## src/rtl/ovi_issue_scheduler_pkg.sv

```systemverilog
// ovi_issue_scheduler_pkg: OVI bus types, vector CSR snapshot and scoreboard entry shared by the issue scheduler
`ifndef OVI_SBID_WIDTH
`define OVI_SBID_WIDTH 5
`endif
package ovi_issue_scheduler_pkg;
  typedef logic [`OVI_SBID_WIDTH-1:0] sb_id_t;
  typedef struct packed {
    logic [7:0]  vtype;
    logic [15:0] vl;
    logic [13:0] vstart;
    logic [1:0]  vxrm;
    logic        vxsat;
  } v_csr;
  typedef struct packed {
    logic [31:0] instr;
    logic [63:0] scalar_opnd;
    sb_id_t      sb_id;
    v_csr        vcsr;
    logic        valid;
  } vpu_issue_bus;
  typedef struct packed {
    sb_id_t sb_id;
    logic   next_senior;
    logic   kill;
  } vpu_dispatch_bus;
  typedef struct packed {
    logic        valid;
    sb_id_t      sb_id;
    logic [63:0] dest_reg;
  } vpu_completed_bus;
  typedef struct packed {
    logic        alloc;
    logic        disp;
    logic        killed;
    logic        done;
    logic [63:0] dest_reg;
  } sched_entry_t;
endpackage

```

## src/rtl/ovi_sb_table.sv

```systemverilog
// ovi_sb_table: scoreboard entry array with allocate, dispatch-mark, completion-write and head free ports
module ovi_sb_table import ovi_issue_scheduler_pkg::*; #(
  parameter int DEPTH = 8,
  localparam int AW = $clog2(DEPTH)
) (
  input  logic          CLK,
  input  logic          RST,
  input  logic          alloc_en,
  input  logic [AW-1:0] alloc_idx,
  input  logic          mark_en,
  input  logic          mark_kill,
  input  logic [AW-1:0] mark_idx,
  output logic          mark_ok,
  input  logic          wr_en,
  input  logic [AW-1:0] wr_idx,
  input  logic [63:0]   wr_data,
  output logic          wr_ok,
  input  logic [AW-1:0] head_idx,
  input  logic          free_en,
  output sched_entry_t  head_entry
);
  sched_entry_t e [DEPTH];
  assign mark_ok = e[mark_idx].alloc && !e[mark_idx].disp && !e[mark_idx].killed;
  assign wr_ok = e[wr_idx].alloc && !e[wr_idx].killed && !e[wr_idx].done;
  assign head_entry = e[head_idx];
  // entry update; a fresh allocation or a free replaces the whole entry
  always_ff @(posedge CLK)
    for (int i = 0; i < DEPTH; i++)
      if (RST) e[i] <= '0;
      else if (alloc_en && alloc_idx == AW'(i)) e[i] <= '{alloc: 1'b1, default: '0};
      else if (free_en && head_idx == AW'(i)) e[i] <= '0;
      else begin
        if (mark_en && mark_idx == AW'(i)) begin
          e[i].disp <= !mark_kill;
          e[i].killed <= mark_kill;
        end
        if (wr_en && wr_idx == AW'(i)) begin
          e[i].done <= 1'b1;
          e[i].dest_reg <= wr_data;
        end
      end
endmodule

```

## src/rtl/ovi_issue_scheduler.sv

```systemverilog
// ovi_issue_scheduler: credit-metered OVI issue, in-order dispatch and retire; OVI_SCHED_SERIAL_EN limits to one in flight
module ovi_issue_scheduler import ovi_issue_scheduler_pkg::*; #(
  parameter int DEPTH = 8,
  parameter int CREDITS = 4
) (
  input  logic             CLK,
  input  logic             RST,
  input  logic             CORE_ISSUE_VALID,
  input  logic [31:0]      CORE_ISSUE_INSTR,
  input  logic [63:0]      CORE_ISSUE_SCALAR,
  input  v_csr             CORE_ISSUE_VCSR,
  output logic             CORE_ISSUE_READY,
  input  logic             CORE_COMMIT,
  input  logic             CORE_KILL,
  output logic             CORE_COMPLETED_VALID,
  output logic [63:0]      CORE_COMPLETED_DATA,
  output logic             CORE_HALT,
  output vpu_issue_bus     VPU_ISSUE,
  input  logic             VPU_ISSUE_CREDIT,
  output vpu_dispatch_bus  VPU_DISPATCH,
  input  vpu_completed_bus VPU_COMPLETED,
  output logic             ERR
);
  localparam int AW = $clog2(DEPTH);
  localparam int W = $bits(sb_id_t);
  localparam int CW = $clog2(CREDITS + 1);
  logic [AW-1:0] head, disp, tail, wr_idx;
  logic [AW:0] count;
  logic [CW-1:0] credits;
  logic full, no_cred, accept, req, eligible, do_disp, in_rng, wr_ok, wr_en, hit;
  logic ret_pulse, ret_free, sat, err_now;
  sched_entry_t hd;
  assign full = count == (AW+1)'(DEPTH);
  assign no_cred = credits == '0;
`ifdef OVI_SCHED_SERIAL_EN
  assign accept = CORE_ISSUE_VALID && !no_cred && count == '0 && !RST;
  assign CORE_HALT = full || no_cred || count != '0;
`else
  assign accept = CORE_ISSUE_VALID && !no_cred && !full && !RST;
  assign CORE_HALT = full || no_cred;
`endif
  assign CORE_ISSUE_READY = accept;
  assign req = CORE_COMMIT || CORE_KILL;
  assign do_disp = req && eligible && !RST;
  assign in_rng = {1'b0, VPU_COMPLETED.sb_id} < (W+1)'(DEPTH);
  assign wr_idx = VPU_COMPLETED.sb_id[AW-1:0];
  assign wr_en = VPU_COMPLETED.valid && in_rng && wr_ok;
  assign hit = wr_en && wr_idx == head;
  assign ret_pulse = hd.alloc && hd.disp && (hd.done || hit);
  assign ret_free = ret_pulse || (hd.alloc && hd.killed);
  assign sat = VPU_ISSUE_CREDIT && !accept && credits == CW'(CREDITS);
  assign err_now = (CORE_COMMIT && CORE_KILL) || (req && !eligible) || (VPU_COMPLETED.valid && !wr_en) || sat;
  ovi_sb_table #(.DEPTH(DEPTH)) u_tbl (
    .CLK(CLK), .RST(RST),
    .alloc_en(accept), .alloc_idx(tail),
    .mark_en(do_disp), .mark_kill(CORE_KILL), .mark_idx(disp), .mark_ok(eligible),
    .wr_en(wr_en), .wr_idx(wr_idx), .wr_data(VPU_COMPLETED.dest_reg), .wr_ok(wr_ok),
    .head_idx(head), .free_en(ret_free), .head_entry(hd)
  );
  // VPU issue pass-through and dispatch strobes
  always_comb begin
    VPU_ISSUE.instr = CORE_ISSUE_INSTR;
    VPU_ISSUE.scalar_opnd = CORE_ISSUE_SCALAR;
    VPU_ISSUE.sb_id = sb_id_t'(tail);
    VPU_ISSUE.vcsr = CORE_ISSUE_VCSR;
    VPU_ISSUE.valid = accept;
    VPU_DISPATCH.sb_id = sb_id_t'(disp);
    VPU_DISPATCH.next_senior = do_disp && !CORE_KILL;
    VPU_DISPATCH.kill = do_disp && CORE_KILL;
  end
  // pointers, occupancy, credits, retire register and sticky error
  always_ff @(posedge CLK)
    if (RST) begin
      head <= '0;
      disp <= '0;
      tail <= '0;
      count <= '0;
      credits <= CW'(CREDITS);
      CORE_COMPLETED_VALID <= 1'b0;
      CORE_COMPLETED_DATA <= '0;
      ERR <= 1'b0;
    end else begin
      tail <= tail + AW'(accept);
      disp <= disp + AW'(do_disp);
      head <= head + AW'(ret_free);
      count <= count + (AW+1)'(accept) - (AW+1)'(ret_free);
      credits <= sat ? credits : credits + CW'(VPU_ISSUE_CREDIT) - CW'(accept);
      CORE_COMPLETED_VALID <= ret_pulse;
      if (ret_pulse) CORE_COMPLETED_DATA <= hit ? VPU_COMPLETED.dest_reg : hd.dest_reg;
      ERR <= ERR || err_now;
    end
endmodule
```

## config.mk

```make
export PLATFORM = sky130hd
export DESIGN_NAME = ovi_issue_scheduler
export DESIGN_NICKNAME = d
export VERILOG_FILES = /design/src/rtl/ovi_issue_scheduler_pkg.sv /design/src/rtl/ovi_sb_table.sv /design/src/rtl/ovi_issue_scheduler.sv
export SDC_FILE = /design/constraint.sdc
export NUM_CORES = 1
export LEC_CHECK = 0
export BUFFER_PORTS_ARGS = -buffer_cell sky130_fd_sc_hd__buf_2
export CAP_MARGIN = 20
export CELL_PAD_IN_SITES_DETAIL_PLACEMENT = 1
export CELL_PAD_IN_SITES_GLOBAL_PLACEMENT = 1
export CORE_UTILIZATION = 41
export CTS_CLUSTER_SIZE = 14
export DETAILED_ROUTE_END_ITERATION = 10
export GPL_ROUTABILITY_DRIVEN = 0
export PLACE_DENSITY = 0.73
export SYNTH_ARGS = -nofsm -noshare
export SYNTH_HDL_FRONTEND = slang
export SYNTH_SLANG_ARGS = --single-unit
```

## constraint.sdc

```tcl
create_clock -name CLK -period 14 [get_ports CLK]
set_input_delay 1.4 -clock CLK [delete_from_list [all_inputs] [get_ports CLK]]
set_output_delay 1.4 -clock CLK [all_outputs]
set_load 0.03 [all_outputs]
```

==> results_dict.tcl <==
set metrics [dict create \
    status "finished, final reports clean" \
    crit_path_cell_trace "buf_4 -> mux2i_4 -> inv_1 -> o31a_1 -> o2111a_4 -> or4b_4" \
    finalCriticalPeriod_ns 4.742 \
    critical_path.top_delay_family "simple AND/OR/NAND/NOR gates" \
    root_buffer "clkbuf_16" \
    postSynthAreaPerCell_um2 13.61 \
    synthDistinctLibCells 59 \
    finalNetCount 2313 \
    crit_path_end_kind "register" \
    clkLatencyLatePin_ns 0.62 \
    fp.coreArea_um2 71490 \
    pwr_density_cell_nw_per_um2 152.7 \
    setup_viol 0 \
    synth_edf_count 544 \
    synth_warnings 0 \
    drt_first_pass_iters 7 \
    hold_slack_ns 0.4553 \
    start_util_pct 41.41 \
    peakVddDrop_mv 0.1566 \
    grt_pass1_wl_um 128000 \
    die_h_um 270.7 \
    wire_per_inst_um 27.57 \
    cts_buffers 70 \
    ant_nets 0 \
    reg2reg_slack_ns 9.26 \
    io_buffers 152 \
    cts_setup_buffers 0 \
    path_class "reg -> reg" \
    drv_slew 0 \
    antenna_found_initial 1 \
    cts_tree "done" \
    syn_area_um2 29600 \
    fp.dieW_um 270.7 \
    pin_count 431 \
    synth_ff_type "edfxtp_1" \
    cp.arrival_ns 4.93 \
    clockBufferDepth 3 \
    crit_path_top_delay_cell "or4b_4" \
    cts.clk_slew.worst_paths_ns 0.06 \
    rsz0062_at_grt "false" \
    die_area_um2 73280 \
    skew_ns 0.02794 \
    hold_path_class "reg -> reg" \
    whs_path_depth 1 \
    layout.cells.non_filler 3089 \
    dp.cells 2959 \
    seq_area_frac_synth_pct 60.73 \
    syn_inst 2175 \
    max_slew_margin_pct 25.02 \
    routed_via_density 6.091 \
    cp_max_fo 68 \
    ctsResizeCount 0 \
    hold_viol 0 \
    slowest_delay_ns 1.06 \
    timing.fmax_mhz 210.9 \
    leakage_nw 10.55 \
    grt_max_degree 123 \
    wl_um 85180 \
    h-tree-depth 3 \
    cts_hold_buf 0 \
    drive_gt1_share_pct 20.95 \
    ys_seq_elements 626 \
    rr_worst_depth 6 \
    via_count 18820 \
    cp.required_ns 14.19 \
    grt.total_usage_pct 23.00 \
    final_core_util_pct 45.12 \
    path_depth 6 \
    setup.worst_path.start_class "register" \
    worst_slew_pin_slew_ns 1.125 \
    period_share_pct 33.87 \
    postLayoutCellArea_um2 32250 \
    synthArstFlopShare_pct 0 \
    drv_cap 0 \
    areaGrowthSynthToFinish_pct 8.961 \
    drc 0 \
    setup_tns_ns 0 \
    grt_pass1_vias 19970 \
    postPlaceCellArea_um2 29880 \
    path_buf_inv 2 \
    rows 98 \
    drt_iter0_drc 1599 \
    grt-ovfl-total 0 \
    dp_hpwl_um 45870 \
    cts_sinks 626 \
]
[cell families (layout without fill, tap and decap cells)]
logic type,Yosys count,after routing,synth area share (%)
fa+ha+maj,15,15,0.6848
mux,208,208,12.92
simple gates,784,784,14.15
flops,626,626,60.73
buf+inv,358,318,7.038
other cells,1,5,0.01267
xor+xnor,10,10,0.2959
compound gates,173,173,4.172
[cell usage in the layout (no fill, tap or decap), types with 64 or more instances in the layout]
cell	synthesis	routed
nand2b_1	70	69
mux2i_1	67	66
nor4_1	266	265
nor2_1	286	286
clkbuf_16	0	72
o2bb2ai_1	64	64
mux4_2	139	139
edfxtp_1	544	544
and2_1	65	65
dfxtp_1	82	79
buf_2	18	151
a21oi_1	72	71
[per-layer routing]
layer | part of all wire (%) | wire (um) | up-vias | track usage (%)
li1 | - | - | 8064 | -
met1 | 40 | 34120 | 9814 | 29.07
met2 | 50 | 42220 | 786 | 38.16
met3 | 7.6 | 6444 | 149 | 5.556
met4 | 2.8 | 2366 | 2 | 8.668
met5 | 0.036 | 31 | - | 0.3289
[cell usage after synthesis (3+ instances only)]
master     number  area (um2)
o2bb2ai_1      64       560.5
a21oi_1        72       360.4
or2_2           5       31.28
ha_1           13       162.7
o31a_1          4       35.03
mux4_2        139        3131
nor3b_1        11       82.58
buf_6          24       270.3
mux2i_1        67       670.6
edfxtp_1      544       16340
buf_2          18       90.09
a2111o_1        4       45.04
and2_1         65       406.6
inv_1          15       56.30
buf_4         143        1074
buf_1          36       135.1
nor4b_1         4       35.03
o211ai_1        3       22.52
nand2b_1       70       437.9
nor2b_1        16       100.1
nor3_1         17       85.08
xnor2_1         8       70.07
nor2_1        286        1074
o21ai_0         5       25.02
or4b_1          3       30.03
clkbuf_1      122       457.9
a31o_2          3       26.28
nor4_1        266        1664
nand2_1        15       56.30
nand3_1         5       25.02
dfxtp_1        82        1642
or4_1           3       22.52
or3_1           5       31.28
[sequential cells by signal (all words and copies together) (netlist names)]
name	cells
disp	3
CORE_COMPLETED_VALID	1
tail	3
head	3
CORE_COMPLETED_DATA	64
ERR	1
credits	3
count	4
u_tbl.e	544
[path summary, 6_finish.rpt]
| check | startpoint | to |
|---|---|---|
| worst max register to register | head[2] | u_tbl.e[0][57] |
| worst min-delay path | CORE_COMPLETED_DATA[12] | CORE_COMPLETED_DATA[12] |
| worst max-delay path | head[2] | u_tbl.e[0][57] |
| worst min register to register | CORE_COMPLETED_DATA[12] | CORE_COMPLETED_DATA[12] |
[worst register-to-register path, cell delays in order (launching register included)]
cell and delay [ns]:
dfxtp_4 0.89, buf_4 0.83, mux2i_4 0.37, inv_1 0.10, o31a_1 0.34, o2111a_4 0.62, or4b_4 1.10
[stage by stage]
stage / power [mW] / worst slack, ns
5_1_grt: 5.089 / 9.162
2_1_floorplan: 2.922 / 3.383
3_3_place_gp: 3.078 / 8.944
4_1_cts: 4.957 / 9.296
6_report: 4.927 / 9.258
3_5_place_dp: 3.110 / 8.834
[report_power, final]
part | internal, mW | switching [mW]
registers | 2.16 | 0.0615
logic | 0.333 | 0.524
clock network | 1.09 | 0.758
total | 3.58 | 1.34
[cell type report]
cell class	count	area [um2]
Antenna cell	1	2.502
Inverter	15	56.30
Sequential cell	626	17990
Multi-Input combinational cell	1194	9709
Tap cell	950	1189
Timing Repair Buffer	178	1051
Clock buffer	91	1873
Clock inverter	34	384.1
Fill cell	7099	39230
Power figures use the tool's default switching activity.
